### config.mk
export PLATFORM = sky130hd
export DESIGN_NAME = mc_infer_ctrl
export DESIGN_NICKNAME = d
export VERILOG_FILES = /design/src/rtl/mc_infer_ctrl.sv
export SDC_FILE = /design/constraint.sdc
export NUM_CORES = 1
export LEC_CHECK = 0
export CAP_MARGIN = 30
export CORE_MARGIN = 3
export CORE_UTILIZATION = 59
export DETAILED_ROUTE_END_ITERATION = 10
export PLACE_DENSITY = 0.88
export SYNTH_ARGS = -nofsm -noshare
export SYNTH_HDL_FRONTEND = slang
export SYNTH_SLANG_ARGS = --single-unit
### constraint.sdc
create_clock -name clk -period 15.05 [get_ports clk]
set_clock_uncertainty 0.05 [all_clocks]
set_input_delay 3.01 -clock clk [delete_from_list [all_inputs] [get_ports clk]]
set_output_delay 3.01 -clock clk [all_outputs]
set_load 0.01 [all_outputs]
### src/rtl/mc_infer_ctrl.sv
// Monte Carlo inference sequencer: accepts one input vector, steps the stochastic
// datapath 2^LOG2_NSAMP times, accumulates the outputs and returns their per-output mean.
module mc_infer_ctrl #(
    parameter int W          = 20,
    parameter int NOUT       = 9,
    parameter int LOG2_NSAMP = 3,
    parameter int SETTLE     = 2
) (
    input  logic                clk,
    input  logic                reset,
    input  logic                flush,
    input  logic                in_valid,
    output logic                in_ready,
    input  logic [8:0]          in_x,
    output logic [8:0]          dp_x,
    output logic                dp_step,
    input  logic [NOUT*W-1:0]   dp_y,
    output logic                out_valid,
    input  logic                out_ready,
    output logic [NOUT*W-1:0]   y_avg,
    output logic                busy
);

    localparam int AW  = W + LOG2_NSAMP;
    localparam int SCW = (SETTLE > 1) ? $clog2(SETTLE) : 1;

    typedef enum logic [2:0] {
        S_IDLE,
        S_STEP,
        S_SETTLE,
        S_ACC,
        S_DONE
    } state_t;

    state_t                 state, state_nx;
    logic [LOG2_NSAMP-1:0]  samp_cnt;
    logic [SCW-1:0]         settle_cnt;
    logic signed [AW-1:0]   acc     [NOUT];
    logic signed [AW-1:0]   acc_new [NOUT];
    logic [NOUT*W-1:0]      avg_new;
    logic                   last_samp;
    logic                   settle_done;

    assign last_samp   = (samp_cnt == '1);
    assign settle_done = (settle_cnt == SCW'(SETTLE - 1));

    // Accumulators are wide enough for 2^LOG2_NSAMP full-scale samples, so the
    // floor-shifted mean always fits back into W bits.
    always_comb begin
        avg_new = '0;
        for (int i = 0; i < NOUT; i++) begin
            logic signed [AW-1:0] shifted;
            acc_new[i] = acc[i] + $signed({{LOG2_NSAMP{dp_y[i*W+W-1]}}, dp_y[i*W +: W]});
            shifted    = acc_new[i] >>> LOG2_NSAMP;
            avg_new[i*W +: W] = shifted[W-1:0];
        end
    end

    // Both handshakes transfer on a rising edge where valid && ready; in_ready is
    // only asserted in IDLE and out_valid only in DONE, so accept and consume never coincide.
    always_comb begin
        state_nx = state;
        case (state)
            S_IDLE:   if (in_valid) state_nx = S_STEP;
            S_STEP:   state_nx = S_SETTLE;
            S_SETTLE: if (settle_done) state_nx = S_ACC;
            S_ACC:    state_nx = last_samp ? S_DONE : S_STEP;
            S_DONE:   if (out_ready) state_nx = S_IDLE;
            default:  state_nx = S_IDLE;
        endcase
        if (flush) state_nx = S_IDLE;
    end

    assign in_ready  = (state == S_IDLE);
    assign dp_step   = (state == S_STEP);
    assign out_valid = (state == S_DONE);
    assign busy      = (state != S_IDLE);

    always_ff @(posedge clk) begin
        if (!reset) begin
            state      <= S_IDLE;
            dp_x       <= '0;
            y_avg      <= '0;
            samp_cnt   <= '0;
            settle_cnt <= '0;
            for (int i = 0; i < NOUT; i++) acc[i] <= '0;
        end else begin
            state <= state_nx;
            if (flush) begin
                // dp_x and y_avg deliberately survive an abort
                samp_cnt   <= '0;
                settle_cnt <= '0;
                for (int i = 0; i < NOUT; i++) acc[i] <= '0;
            end else begin
                case (state)
                    S_IDLE: begin
                        if (in_valid) begin
                            dp_x     <= in_x;
                            samp_cnt <= '0;
                            for (int i = 0; i < NOUT; i++) acc[i] <= '0;
                        end
                    end
                    S_STEP:   settle_cnt <= '0;
                    S_SETTLE: if (!settle_done) settle_cnt <= settle_cnt + 1'b1;
                    S_ACC: begin
                        for (int i = 0; i < NOUT; i++) acc[i] <= acc_new[i];
                        if (last_samp) y_avg <= avg_new;
                        else           samp_cnt <= samp_cnt + 1'b1;
                    end
                    default: ;
                endcase
            end
        end
    end

endmodule

======== Yosys cells after proc, flatten, opt, wreduce, memory -nomap -nowiden ========
Memory sizes are Yosys's and may differ from the RTL's.
Cells that the tools add are included.
operators by class
  bitwise operators ....................... 29
  div/mod/pow operators ................... 0
  shift-type cells ........................ 0
  mux-type cells .......................... 50
  magnitude comparators ................... 0
  reductions and logical operators ........ 9
  add/sub/neg operators ................... 11
  multiply operators ...................... 0
  equality and inequality tests ........... 9
operators with widths
  kind                                                  number
  two-way mux 23 bit                                    27
  adder 23 x 20 -> 23 bit                               9
  OR 1 bit                                              27
  two-way mux 3 bit                                     6
  case mux 3 bit (5 select lines)                       1
  two-way mux 1 bit                                     14
  AND reduction 3 bit                                   4
  equality test 3 x 2 -> 1 bit (second input constant)  2
  equality test 3 bit (second input constant)           2
  != test 2 bit (second input constant)                 3
  case mux 3 bit (2 select lines)                       1
  nonzero test 2 bit                                    2
  adder 3 x 1 -> 3 bit (second input constant)          1
  equality test 3 x 1 -> 1 bit (second input constant)  1
  zero test 3 bit                                       1
  nonzero test 3 bit                                    1
  != test 2 x 1 -> 1 bit (second input constant)        1
  inverter 1 bit                                        2
  case mux 1 bit (2 select lines)                       1
  OR reduction 2 bit                                    1
  adder 1 bit (second input constant)                   1
storage, ports and cells
  latch bits .............................. 0
  memories kept ........................... 1
  memory bits (writable) .................. 207
  logic and storage cells ................. 114
  input port bits ......................... 194
  bits in read-only memories .............. 0
  flip-flop bits (word level) ............. 196
memory list
  memory  depth  width  read ports  clocked after Yosys merged registers in  wr ports  RTL line  source
  acc     9      23     9           0                                        9         38        logic signed [AW-1:0] acc [NOUT];

======== Longest topological paths before layout ========
  depth in word-level cells ............... 7
  depth in mapped cells ................... 11

======== Least setup slack after synthesis ========
OpenSTA, ideal clock, no wires.
  path kind ............................... input-to-reg
  start point ............................. in reset
  end point ............................... mem acc[0][0] (netlist name), enable pin
  slack ................................... 4.545 ns
  buffers on the path ..................... 2
  data arrival time ....................... 8.309 ns
  setup time .............................. 2.145 ns
  stages .................................. 5
  data required time ...................... 12.855 ns
  cells stage by stage .................... clkbuf_1 inv_1 nor2_1 clkbuf_1 nand3_1
RTL lines
  element          RTL line  source
  start, declared  10        input logic reset,
  end, declared    38

==> flow_summary.yaml <==
global_routing:
  grt_overflow: 0
  grt_first_pass_wirelength_microns: 111000
  grt_pass1_vias: 21000
  grt_antenna_before_repair: 7
  grt_usage_pct: 31.3
  grt_start_max_net_pins: 88
place:
  gp_congestion: 0.940
  dpl.hpwl_microns: 49300
  placed_cell_area_sq_um: 28100
  port_buffers: 386
finish:
  postLayoutCellArea_sq_um: 29800
  mostFrequentLayoutCells: "clkdlybuf4s50_1, nand2_1, a21oi_1, nor2_1, edfxtp_1"
  nNetsFinal: 3341
  final_common_cell: "clkdlybuf4s50_1"
  layout-drive-gt1-share_pct: 4.00
  syn2layout_area_growth_pct: 24.6
clock_network:
  cts-htree-levels: 2
  clk_pin_slew_worst_paths_ns: 0.06
  cts_root_buf: "clkbuf_16"
  cts.path.max_buffers: 3
  post_cts_buffers: 0
  cts_buffers: 45
  clock_latency_ns: 0.58
  cts_tree: "done"
  cts_hold_repair.buffers: 0
  cts_resized: 0
  cts_num_sinks: 403
setup_path:
  timing.rr.end: "y_avg[116]"
  critPathKind: "input port to flop"
  slowest_delay_ns: 0.83
  required_ns: 15.30
  crit_arrival_ns: 6.40
  r2r_start: "state[1]"
  cp_slowest_cell: "nand3_4"
  path_cells: "buf_2 > buf_4 > inv_4 > nor2_2 > nand3_4 > buf_4 > buf_16"
  worst_setup_path_start_kind: "input port"
  crit_family: "buffers and inverters"
  cp_common_cell: "buf_4"
  crit_buf_inv: 5
  worstRegToRegCells: 8
  worstSetupEndpointType: "flop"
  crit_fanout: 55
  ff2ff_setup_slack_ns: 10.92
detailed_routing:
  drt-wirelength-per-cell_microns: 20.1
  ant_nets: 0
  dr.pass1.iters: 5
  num_vias: 21400
  drt_wl_total_microns: 70400
  drcViolationCount: 0
  viasPerCell: 6.10
  drt_iter0_drc: 1610
synth:
  synth_top_area_share_pct: 26.0
  synthCells: 2610
  syn_area_sq_um: 23900
  synth_enable_flop_cells: 207
  yosys.area.top_type: "edfxtp_1"
  synth_area_leaders: "edfxtp_1, dfxtp_1, ha_1"
  synthArstFlopShare_pct: 0
  yosysWarnings: 0
  syn_nets: 3013
  yosysSeqAreaShare_pct: 42.4
  avgSynthCellArea_sq_um: 9.16
  synth_cell_types: 80
  synth_ff_type: "edfxtp_1"
  ys_seq_elements: 403
hold_path:
  worstHoldStart: "y_avg[154]"
  whs_endpoint: "y_avg[154]"
  min_path_cells: 2
  hold_class: "flop to flop"
floorplanning:
  dieArea_sq_um: 43000
  die_width_microns: 207
  io_pins: 387
  coreArea_sq_um: 39900
  num_rows: 73
  die_h_microns: 207
  start_util_pct: 59.9
timing:
  finalSetupTns_ns: 0
  tightest_slew_ns: 1.04
  hold_viol: 0
  setup_violations: 0
  min_period_over_period_pct: 40.8
  fin_crit_ns: 6.15
  rsz0062_at_grt: "false"
  fmax_ghz: 0.163
  slew_viol_final: 0
  maxSlewHeadroom_pct: 30.2
run:
  maxCapViolations: 0
pwr:
  vdd.ir_drop.worst_mv: 0.0775
  power.density_nw_per_um2: 95.4
  leakage_uw: 0.0121
  power_uw: 2840
run_status:
  run_status: "finished clean"
through the flow:
step / util, % / hold slack (ns) / worst slack, ns / std cells
after floorplan: - / 0.386 / 4.55 / 2610
after global placement: 70.4 / 0.385 / 8.38 / 3414
after detailed placement: 70.5 / 0.396 / 8.28 / 3415
after CTS: 74.5 / 0.404 / 8.91 / 3499
after global routing: 74.6 / 0.423 / 8.75 / 3505
final: 74.6 / 0.403 / 8.90 / 3505
worst max path at each step:
| stage | startpoint | to | slack [ns] | cells after the start |
|---|---|---|---|---|
| after floorplan | reset | acc[0][0] | 4.55 | 5 |
| after global placement | reset | acc[0][40] | 8.38 | 6 |
| after detailed placement | reset | acc[0][41] | 8.28 | 7 |
| after CTS | reset | acc[0][51] | 8.91 | 7 |
| after global routing | reset | acc[0][50] | 8.75 | 7 |
| final | reset | acc[0][34] | 8.90 | 7 |
kinds of logic (layout without fill, tap and decap cells):
group           Yosys count  in the layout  share of synthesized area, %
mux                       5              5                         0.214
xor+xnor                174            174                          6.37
fa+ha+maj               209            209                          11.2
simple gates            867            867                          16.8
flops                   403            403                          42.4
compound gates          771            771                          20.1
other cells               0              5                             0
buf+inv                 181            546                          2.91
per-layer routing:
| metal | vias to the layer above | part of all wire, % | track usage, % |
|---|---|---|---|
| met2 | 928 | 47 | 52.0 |
| met4 | 4 | 4.2 | 13.9 |
| met1 | 10200 | 40 | 39.9 |
| met3 | 196 | 8.4 | 6.29 |
| met5 | - | 0.033 | 0 |
| li1 | 10100 | - | - |
state kept, by name, indices dropped and copies added, names as in the netlist:
| register | count |
|---|---|
| acc | 207 |
| dp_x | 9 |
| samp_cnt | 3 |
| settle_cnt | 1 |
| state | 3 |
| y_avg | 180 |
cells in the mapped netlist (all sizes together) (4+ instances only):
master and instances:
a21oi 271, o21ai 199, nand2b 24, nand4 25
xnor2 101, a31oi 16, o21a 38, a211o 4
o211ai 17, a311oi 7, clkbuf 100, nor4 12
o22ai 5, ha 200, fa 9, a41oi 8
xor2 73, dfxtp 196, and2 86, nand2 296
nor2 229, a211oi 31, o41ai 4, inv 64
nor3b 4, nand3 54, and3 27, a21boi 5
o21bai 22, nor3 47, buf 17, o31a 10
a2111oi 6, mux2i 4, a21o 77, o31ai 14
a221oi 7, a311o 4, or3 9, edfxtp 207
a221o 4, nor2b 38, or2 5
power by group:
| group | internal, uW | switching [uW] |
|---|---|---|
| logic | 193 | 262 |
| clock network | 723 | 475 |
| registers | 1180 | 10.4 |
| total | 2090 | 748 |
worst reg2reg max path: cells and delay by family (launching register included):
kind / cells / cell delay [ns]
AOI/OAI and AO/OA: 1 / 0.08
buffers and inverters: 1 / 0.94
DFF: 1 / 0.50
muxes: 1 / 0.32
and+or+nand+nor: 5 / 2.15
layout make-up:
type | count | area (sq um)
well taps | 525 | 657
clock buffers | 65 | 1410
multi-input cells | 2026 | 13100
diodes | 5 | 12.5
clock inverters | 19 | 211
inverters | 64 | 243
repair buffers | 398 | 3990
fillers | 2876 | 10100
flip-flops and latches | 403 | 10100
Power figures use the tool's default switching activity.
